File: config.mk
export PLATFORM = sky130hd
export DESIGN_NAME = m1_muldiv_ctrl
export DESIGN_NICKNAME = d
export VERILOG_FILES = /design/src/rtl/m1_muldiv_ctrl.sv
export SDC_FILE = /design/constraint.sdc
export NUM_CORES = 1
export LEC_CHECK = 0
export CORE_AREA = 2 2 128 130
export DETAILED_ROUTE_END_ITERATION = 12
export DIE_AREA = 0 0 130 132
export MAX_ROUTING_LAYER = met4
export PLACE_DENSITY = 0.85
export SKIP_CTS_REPAIR_TIMING = 1
export SLEW_MARGIN = 15
export SYNTH_ARGS = -nofsm -noshare
export SYNTH_HDL_FRONTEND = slang
export SYNTH_SLANG_ARGS = --single-unit
File: constraint.sdc
create_clock -name sys_clock_i -period 4.1 [get_ports sys_clock_i]
set_clock_uncertainty 0.05 [all_clocks]
set_input_delay 0.615 -clock sys_clock_i [delete_from_list [all_inputs] [get_ports sys_clock_i]]
set_output_delay 0.615 -clock sys_clock_i [all_outputs]
set_load 0.01 [all_outputs]
File: src/rtl/m1_muldiv_ctrl.sv
// HI/LO controller for the M1 execute stage: launches MULT/DIV transactions on the
// multiplier/divider over a toggle-level request/acknowledge handshake and owns HI/LO.
module m1_muldiv_ctrl #(
    parameter int unsigned TIMEOUT = 64
) (
    input  logic        sys_clock_i,
    input  logic        sys_reset_i,
    input  logic        op_valid_i,
    input  logic [2:0]  op_i,
    input  logic [31:0] a_i,
    input  logic [31:0] b_i,
    output logic        busy_o,
    output logic        err_o,
    output logic [31:0] hi_o,
    output logic [31:0] lo_o,
    output logic [31:0] a_o,
    output logic [31:0] b_o,
    output logic        signed_o,
    output logic        mul_req_o,
    input  logic        mul_ack_i,
    input  logic [63:0] mul_product_i,
    output logic        div_req_o,
    input  logic        div_ack_i,
    input  logic [31:0] div_quotient_i,
    input  logic [31:0] div_remainder_i
);

    localparam logic [0:0] StIdle = 1'b0;
    localparam logic [0:0] StWait = 1'b1;

    localparam logic [2:0] OpMthi = 3'd4;
    localparam logic [2:0] OpMtlo = 3'd5;

    localparam logic [7:0] CntLast = 8'(TIMEOUT - 1);

    logic [0:0]  state_q, state_d;
    logic        sel_div_q, sel_div_d;
    logic [7:0]  cnt_q, cnt_d;
    logic        err_q, err_d;
    logic [31:0] hi_q, hi_d;
    logic [31:0] lo_q, lo_d;
    logic [31:0] a_q, a_d;
    logic [31:0] b_q, b_d;
    logic        signed_q, signed_d;
    logic        mul_req_q, mul_req_d;
    logic        div_req_q, div_req_d;
    logic        ack_match;

    // Transaction is done once the selected unit's ack level catches up with its request.
    assign ack_match = sel_div_q ? (div_ack_i == div_req_q) : (mul_ack_i == mul_req_q);

    always_comb begin
        state_d   = state_q;
        sel_div_d = sel_div_q;
        cnt_d     = cnt_q;
        err_d     = err_q;
        hi_d      = hi_q;
        lo_d      = lo_q;
        a_d       = a_q;
        b_d       = b_q;
        signed_d  = signed_q;
        mul_req_d = mul_req_q;
        div_req_d = div_req_q;

        case (state_q)
            StIdle: begin
                if (op_valid_i) begin
                    if (op_i[2] == 1'b0) begin
                        a_d       = a_i;
                        b_d       = b_i;
                        signed_d  = op_i[0];
                        err_d     = 1'b0;
                        sel_div_d = op_i[1];
                        cnt_d     = 8'd0;
                        state_d   = StWait;
                        if (op_i[1]) begin
                            div_req_d = ~div_req_q;
                        end else begin
                            mul_req_d = ~mul_req_q;
                        end
                    end else if (op_i == OpMthi) begin
                        hi_d = a_i;
                    end else if (op_i == OpMtlo) begin
                        lo_d = a_i;
                    end
                end
            end
            StWait: begin
                if (ack_match) begin
                    if (sel_div_q) begin
                        lo_d = div_quotient_i;
                        hi_d = div_remainder_i;
                    end else begin
                        hi_d = mul_product_i[63:32];
                        lo_d = mul_product_i[31:0];
                    end
                    state_d = StIdle;
                end else if (cnt_q == CntLast) begin
                    // Abandon: request level stays toggled, so a late ack is simply ignored.
                    err_d   = 1'b1;
                    state_d = StIdle;
                end else begin
                    cnt_d = cnt_q + 8'd1;
                end
            end
            default: state_d = StIdle;
        endcase
    end

    always_ff @(posedge sys_clock_i) begin
        if (!sys_reset_i) begin
            state_q   <= StIdle;
            sel_div_q <= 1'b0;
            cnt_q     <= 8'd0;
            err_q     <= 1'b0;
            hi_q      <= 32'd0;
            lo_q      <= 32'd0;
            a_q       <= 32'd0;
            b_q       <= 32'd0;
            signed_q  <= 1'b0;
            mul_req_q <= 1'b0;
            div_req_q <= 1'b0;
        end else begin
            state_q   <= state_d;
            sel_div_q <= sel_div_d;
            cnt_q     <= cnt_d;
            err_q     <= err_d;
            hi_q      <= hi_d;
            lo_q      <= lo_d;
            a_q       <= a_d;
            b_q       <= b_d;
            signed_q  <= signed_d;
            mul_req_q <= mul_req_d;
            div_req_q <= div_req_d;
        end
    end

    assign busy_o    = (state_q == StWait);
    assign err_o     = err_q;
    assign hi_o      = hi_q;
    assign lo_o      = lo_q;
    assign a_o       = a_q;
    assign b_o       = b_q;
    assign signed_o  = signed_q;
    assign mul_req_o = mul_req_q;
    assign div_req_o = div_req_q;

endmodule

==> results of run 1 <==
[worst max path at each step]
stage	to	slack (ns)	depth (start not counted)
finish	hi_o[6]	1.75	6
global route	cnt_q[5]	1.61	4
CTS	hi_o[23]	1.77	6
detailed placement	hi_o[29]	1.35	6
global placement	mul_req_o	1.39	5
floorplan	hi_o[10]	2.29	5
[cell usage in the layout (no fill, tap or decap), types with 2 or more instances in the layout]
cell type	n
xor2_1	2
o211ai_1	2
or4_1	2
buf_4	9
clkbuf_8	2
nand3_1	2
a21boi_0	69
nand2_1	266
o311ai_0	2
and2_1	4
clkdlybuf4s50_1	331
nor3_1	2
clkinv_2	2
dfxtp_4	2
inv_1	2
o21ai_0	5
a31oi_1	3
a21oi_1	65
mux2i_1	129
dfxtp_1	140
nor2_1	34
or3_2	2
a22oi_4	2
clkbuf_16	18
bufinv_16	5
[flip-flops by register name (all words and copies together) (netlist names)]
name,count
a_o,32
b_o,32
hi_o,32
lo_o,32
cnt_q,8
busy_o,1
div_req_o,1
err_o,1
mul_req_o,1
sel_div_q,1
signed_o,1
[per-layer routing]
| layer | routed length, µm | GRT usage (%) |
|---|---|---|
| met5 | 0 | - |
| met1 | 8800 | 29.2 |
| met2 | 11200 | 44.2 |
| met3 | 1610 | 5.93 |
| met4 | 719 | 10.8 |
[power by group through the flow]
stage	clock network (µW)	logic [µW]	registers, µW
final	1710	715	1490
after global routing	1800	767	1500
after CTS	1740	718	1490
after detailed placement	0	713	1520
after global placement	0	704	1520
after floorplan	0	289	1540
[metrics by stage]
step                total power, µW  hold slack [ns]  setup WS, ns  instance area [µm²]  utilization (%)
floorplan                      1830            0.414          2.29                 6830                -
global placement               2220            0.393          1.39                10200             64.8
detailed placement             2230            0.400          1.35                10200             64.8
CTS                            3940            0.408          1.77                10800             69.0
finish                         3920            0.406          1.75                10800             69.0
global route                   4060            0.429          1.61                10800             69.0
[cells by family after synthesis]
family | count (synthesis)
AO/OA/AOI/OAI | 156
AND/OR/NAND/NOR | 323
buffers and inverters | 64
multiplexers | 129
adder cells (fa/ha/maj) | 1
flip-flops | 142
XOR/XNOR | 3
[layout make-up]
cell class                      instances  area [µm²]
Clock buffer                           20         478
Sequential cell                       142        2850
Inverter                                2        7.51
Multi-Input combinational cell        612        3660
Timing Repair Buffer                  341        3390
Clock inverter                         10         183
Fill cell                            1263        4870
Tap cell                              216         270
[critical path: stages]
cell             delay, ns
clkdlybuf4s50_1       0.49
xor2_1                0.26
mux2i_1               0.23
a22oi_4               0.23
buf_4                 0.49
mux2i_1               0.26
==> flow_summary.yaml, run 1 <==
final_layout:
  fin_nets: 1317
  final_cells: 1343
  drive_gt1_share_pct: 4.53
  antennaDiodeCount: 0
  syn2layout_area_growth_pct: 58.7
routing:
  remaining_drc_errors: 0
  antenna_left: 0
  wl_per_cell_um: 16.6
  detail_route.wirelength_um: 22300
  drtPass1Iterations: 4
  via_count: 6800
  viasPerCell: 5.06
  drtIter0Drc: 351
placement:
  io_buffers: 332
  place_hpwl_um: 16700
  place_inst: 1313
  gp_congestion: 0.919
power:
  leakage_uw: 0.00429
  p_seq_share_pct: 38.1
  cellInternalPower_uw: 2990
  vdd_drop_max_mv: 0.287
  switchingPower_uw: 929
  sw_frac_of_total_pct: 23.7
  pwr-share-comb_pct: 18.2
  powerDensity_nw_per_um2: 361
  clkPwrFrac_pct: 43.7
logic_synthesis:
  ys_types: 43
  synth_most_common_cell: "nand2_1"
  synth_nets: 1019
  synthFlopType: "dfxtp_1"
  syn-cell-area_um2: 6830
  synthXorXnorAreaFrac_pct: 0.385
  yosysTopAreaCellShare_pct: 41.6
  async_flop_share_pct: 0
  synth_area_leaders: "dfxtp_1 (42%), mux2i_1 (19%), nand2_1 (15%)"
  synth-edff-count: 0
  ys_seq_area_share_pct: 41.6
  yosysTopAreaCell: "dfxtp_1"
  yosys.area_share.simple_pct: 19.0
  ys_ff_latch: 142
  synth.area.mux_share_pct: 18.9
  synthAdderAreaFrac_pct: 0.183
  synth-warning-count: 0
  syn_inst: 818
  synth_area_per_cell_um2: 8.35
  synth_compound_area_share_pct: 15.1
  synthTopCellsByCount: "nand2_1 (266), dfxtp_1 (142), mux2i_1 (129), a21boi_0 (69), a21oi_1 (65)"
  synth_top_family_by_area: "simple AND/OR/NAND/NOR gates"
global_route:
  grt_first_pass_wirelength_um: 33800
  antenna_found_initial: 0
  grt_use_total_pct: 26.0
  grt.overflow.total: 0
  grt_max_degree: 105
  grt_pass1_vias: 6642
worst_setup_path:
  worst_r2r_endpoint: "cnt_q[5]"
  cp.arrival_ns: 2.63
  worstPathMaxFanout: 32
  reg2reg_depth: 4
  reg2reg_slack_ns: 1.77
  setup.worst_path.end_class: "register"
  worst-setup-path-type: "primary input to register"
  r2r-start: "busy_o"
  critPathRequiredTime_ns: 4.38
  start_kind: "primary input"
  crit_path_start: "mul_ack_i"
cts:
  cts_sinks: 142
  clkTransAtPathRegs_ns: 0.06
  h-tree-depth: 4
  clk_latency_ns: 0.41
  clk_path_buf_depth: 2
  numCtsBuffers: 17
  cts_tree: "yes"
  root_buffer: "clkbuf_16"
hold_path:
  hp-start: "lo_o[27]"
  min_to: "lo_o[27]"
  hold_path_class: "register to register"
  min_path_cells: 2
floorplan:
  die_w_um: 130
  start_util_pct: 43.5
  dieHeight_um: 132
  ios: 333
  coreArea_um2: 15700
  rows: 46
  dieArea_um2: 17200
timing:
  rsz0062_at_grt: "false"
  finalSetupTns_ns: 0
  worstMarginPinSlew_ns: 0.999
  setup_viol: 0
  max_freq_mhz: 426
  slew_headroom_pct: 33.4
  final-max-slew-violation-count: 0
  hold_violations: 0
  period_needed_ns: 2.35
  final.period_utilization_pct: 57.2
flow_run:
  maxCapViolations: 0
status:
  outcome: "finished, final reports clean"
(Power assumes the default switching activity.)
==> run 2, diff against run 1 <==
--- a/config.mk
+++ b/config.mk
@@ -5,11 +5,10 @@
 export SDC_FILE = /design/constraint.sdc
 export NUM_CORES = 1
 export LEC_CHECK = 0
-export CORE_AREA = 2 2 128 130
+export CORE_UTILIZATION = 41
 export DETAILED_ROUTE_END_ITERATION = 12
-export DIE_AREA = 0 0 130 132
 export MAX_ROUTING_LAYER = met4
-export PLACE_DENSITY = 0.85
+export PLACE_DENSITY = 0.81
 export SKIP_CTS_REPAIR_TIMING = 1
 export SLEW_MARGIN = 15
 export SYNTH_ARGS = -nofsm -noshare
==> constraint.sdc (replaced) <==
create_clock -name sys_clock_i -period 2.4 [get_ports sys_clock_i]
set_clock_uncertainty 0.05 [all_clocks]
set_input_delay 0.36 -clock sys_clock_i [delete_from_list [all_inputs] [get_ports sys_clock_i]]
set_output_delay 0.36 -clock sys_clock_i [all_outputs]
set_load 0.01 [all_outputs]
==> run 2 against run 1 <==
Register-to-register slack got worse by 1.2 ns; worst hold slack got worse by 0.12 ns; first-iteration DRC count decreased by 14%; flip-flop and latch count unchanged; via count decreased by 1.2%; sequential share of layout area decreased by 0.21 points; clock power increased by 68%; sequential power increased by 70%; die area increased by 0.13%; global-route usage decreased by 0.31 points; worst setup slack got worse by 1.2 ns.
==> flow_summary.yaml, run 2 (same netlist as run 1, synthesis figures left out) <==
final_layout:
  syn2layout_area_growth_pct: 60.0
  fin_area_um2: 10900
  final_cells: 1348
  final_cell_mix: "clkdlybuf4s50_1 (331), nand2_1 (266), dfxtp_1 (140), mux2i_1 (129), a21boi_0 (69)"
  fin_nets: 1320
  drive_gt1_share_pct: 4.86
  seq_area_um2: 2850
  multi_input_area_um2: 3660
  final_common_cell: "clkdlybuf4s50_1"
  num-fill-cells: 1295
  antennaDiodeCount: 0
floorplan:
  dieArea_um2: 17200
  start_util_pct: 42.5
  die_w_um: 131
  coreArea_um2: 16100
  rows: 46
  dieHeight_um: 131
  ios: 333
timing:
  setup_viol: 0
  hold_violations: 0
  worstMarginPinSlew_ns: 0.701
  max_freq_mhz: 542
  rsz0062_at_grt: "false"
  period_needed_ns: 1.84
  slew_headroom_pct: 53.3
  finalSetupTns_ns: 0
  final.period_utilization_pct: 76.8
  holdWs_ns: 0.286
  final-max-slew-violation-count: 0
power:
  p_seq_share_pct: 38.1
  powerDensity_nw_per_um2: 608
  clkPwrFrac_pct: 43.2
  cellInternalPower_uw: 5010
  leakage_uw: 0.00432
  sw_frac_of_total_pct: 24.7
  pwr-share-comb_pct: 18.7
  switchingPower_uw: 1640
  vdd_drop_max_mv: 0.485
routing:
  antenna_left: 0
  top_layer_used: "met4"
  wl_per_cell_um: 16.2
  drtPass1Iterations: 4
  dr_wl_met3_um: 1580
  met1_length_um: 8980
  drtIter0Drc: 303
  route.met2.wl_um: 10600
  via_count: 6716
  detail_route.wirelength_um: 21900
  remaining_drc_errors: 0
  viasPerCell: 4.98
global_route:
  grt_first_pass_wirelength_um: 32200
  grt_use_total_pct: 25.7
  antenna_found_initial: 0
  grt.overflow.total: 0
  grt_pass1_vias: 6404
  grt_max_degree: 119
cts:
  clk_path_buf_depth: 2
  clkTransAtPathRegs_ns: 0.06
  cts_sinks: 142
  h-tree-depth: 4
  cts_tree: "yes"
  clk_latency_ns: 0.42
  root_buffer: "clkbuf_16"
  numCtsBuffers: 17
worst_setup_path:
  worst-setup-path-type: "register to register"
  worstPathMaxFanout: 10
  start_kind: "register"
  critPathRequiredTime_ns: 2.70
  setup.worst_path.end_class: "register"
  cp.arrival_ns: 2.14
hold_path:
  hold_path_class: "primary input to register"
placement:
  gp_congestion: 0.834
  place_inst: 1316
  place_hpwl_um: 16200
  io_buffers: 332
  placed_area_um2: 10300
status:
  outcome: "finished, final reports clean"
flow_run:
  maxCapViolations: 0
==> run 2: layout make-up <==
cell class	instances	share of cell area (%)
multi-input combinational	612	33.5
timing repair buffer	344	31.9
sequential	142	26.1
clock buffer	20	4.28
tap	216	2.47
clock inverter	12	1.66
inverter	2	0.0687
==> run 2: power groups by stage <==
stage          Combinational (µW)  Sequential, µW  Clock, µW
2_1_floorplan                 493            2630          0
3_3_place_gp                 1230            2580          0
3_5_place_dp                 1250            2580          0
4_1_cts                      1250            2530       2920
5_1_grt                      1350            2550       3020
6_report                     1240            2530       2870
==> run 2: worst max-delay path: stages (launching register included) <==
cell      delay (ns)
dfxtp_1         0.40
ha_1            0.22
nand3_1         0.21
nor4_4          0.48
o21ai_0         0.21
o211ai_1        0.20
==> run 2: per-stage QoR <==
| step | power, µW | util [%] | setup WS, ns |
|---|---|---|---|
| 2_1_floorplan | 3130 | - | 0.773 |
| 3_3_place_gp | 3810 | 64.0 | 0.278 |
| 3_5_place_dp | 3830 | 64.0 | 0.214 |
| 4_1_cts | 6700 | 68.1 | 0.531 |
| 5_1_grt | 6910 | 68.1 | 0.368 |
| 6_report | 6650 | 68.1 | 0.557 |
==> run 2: worst paths after layout <==
check	slack, ns	endpoint	startpoint	cells past startpoint
min reg2reg	0.40	lo_o[10]	lo_o[10]	2
max reg2reg	0.56	cnt_q[2]	cnt_q[0]	5
min	0.29	lo_o[0]	sys_reset_i	3
max	0.56	cnt_q[2]	cnt_q[0]	5
==> run 2: metal layers <==
metal	up-vias	track usage, %
li1	3370	-
met1	3064	28.5
met3	47	7.10
met5	-	-
met4	0	11.3
met2	235	43.2
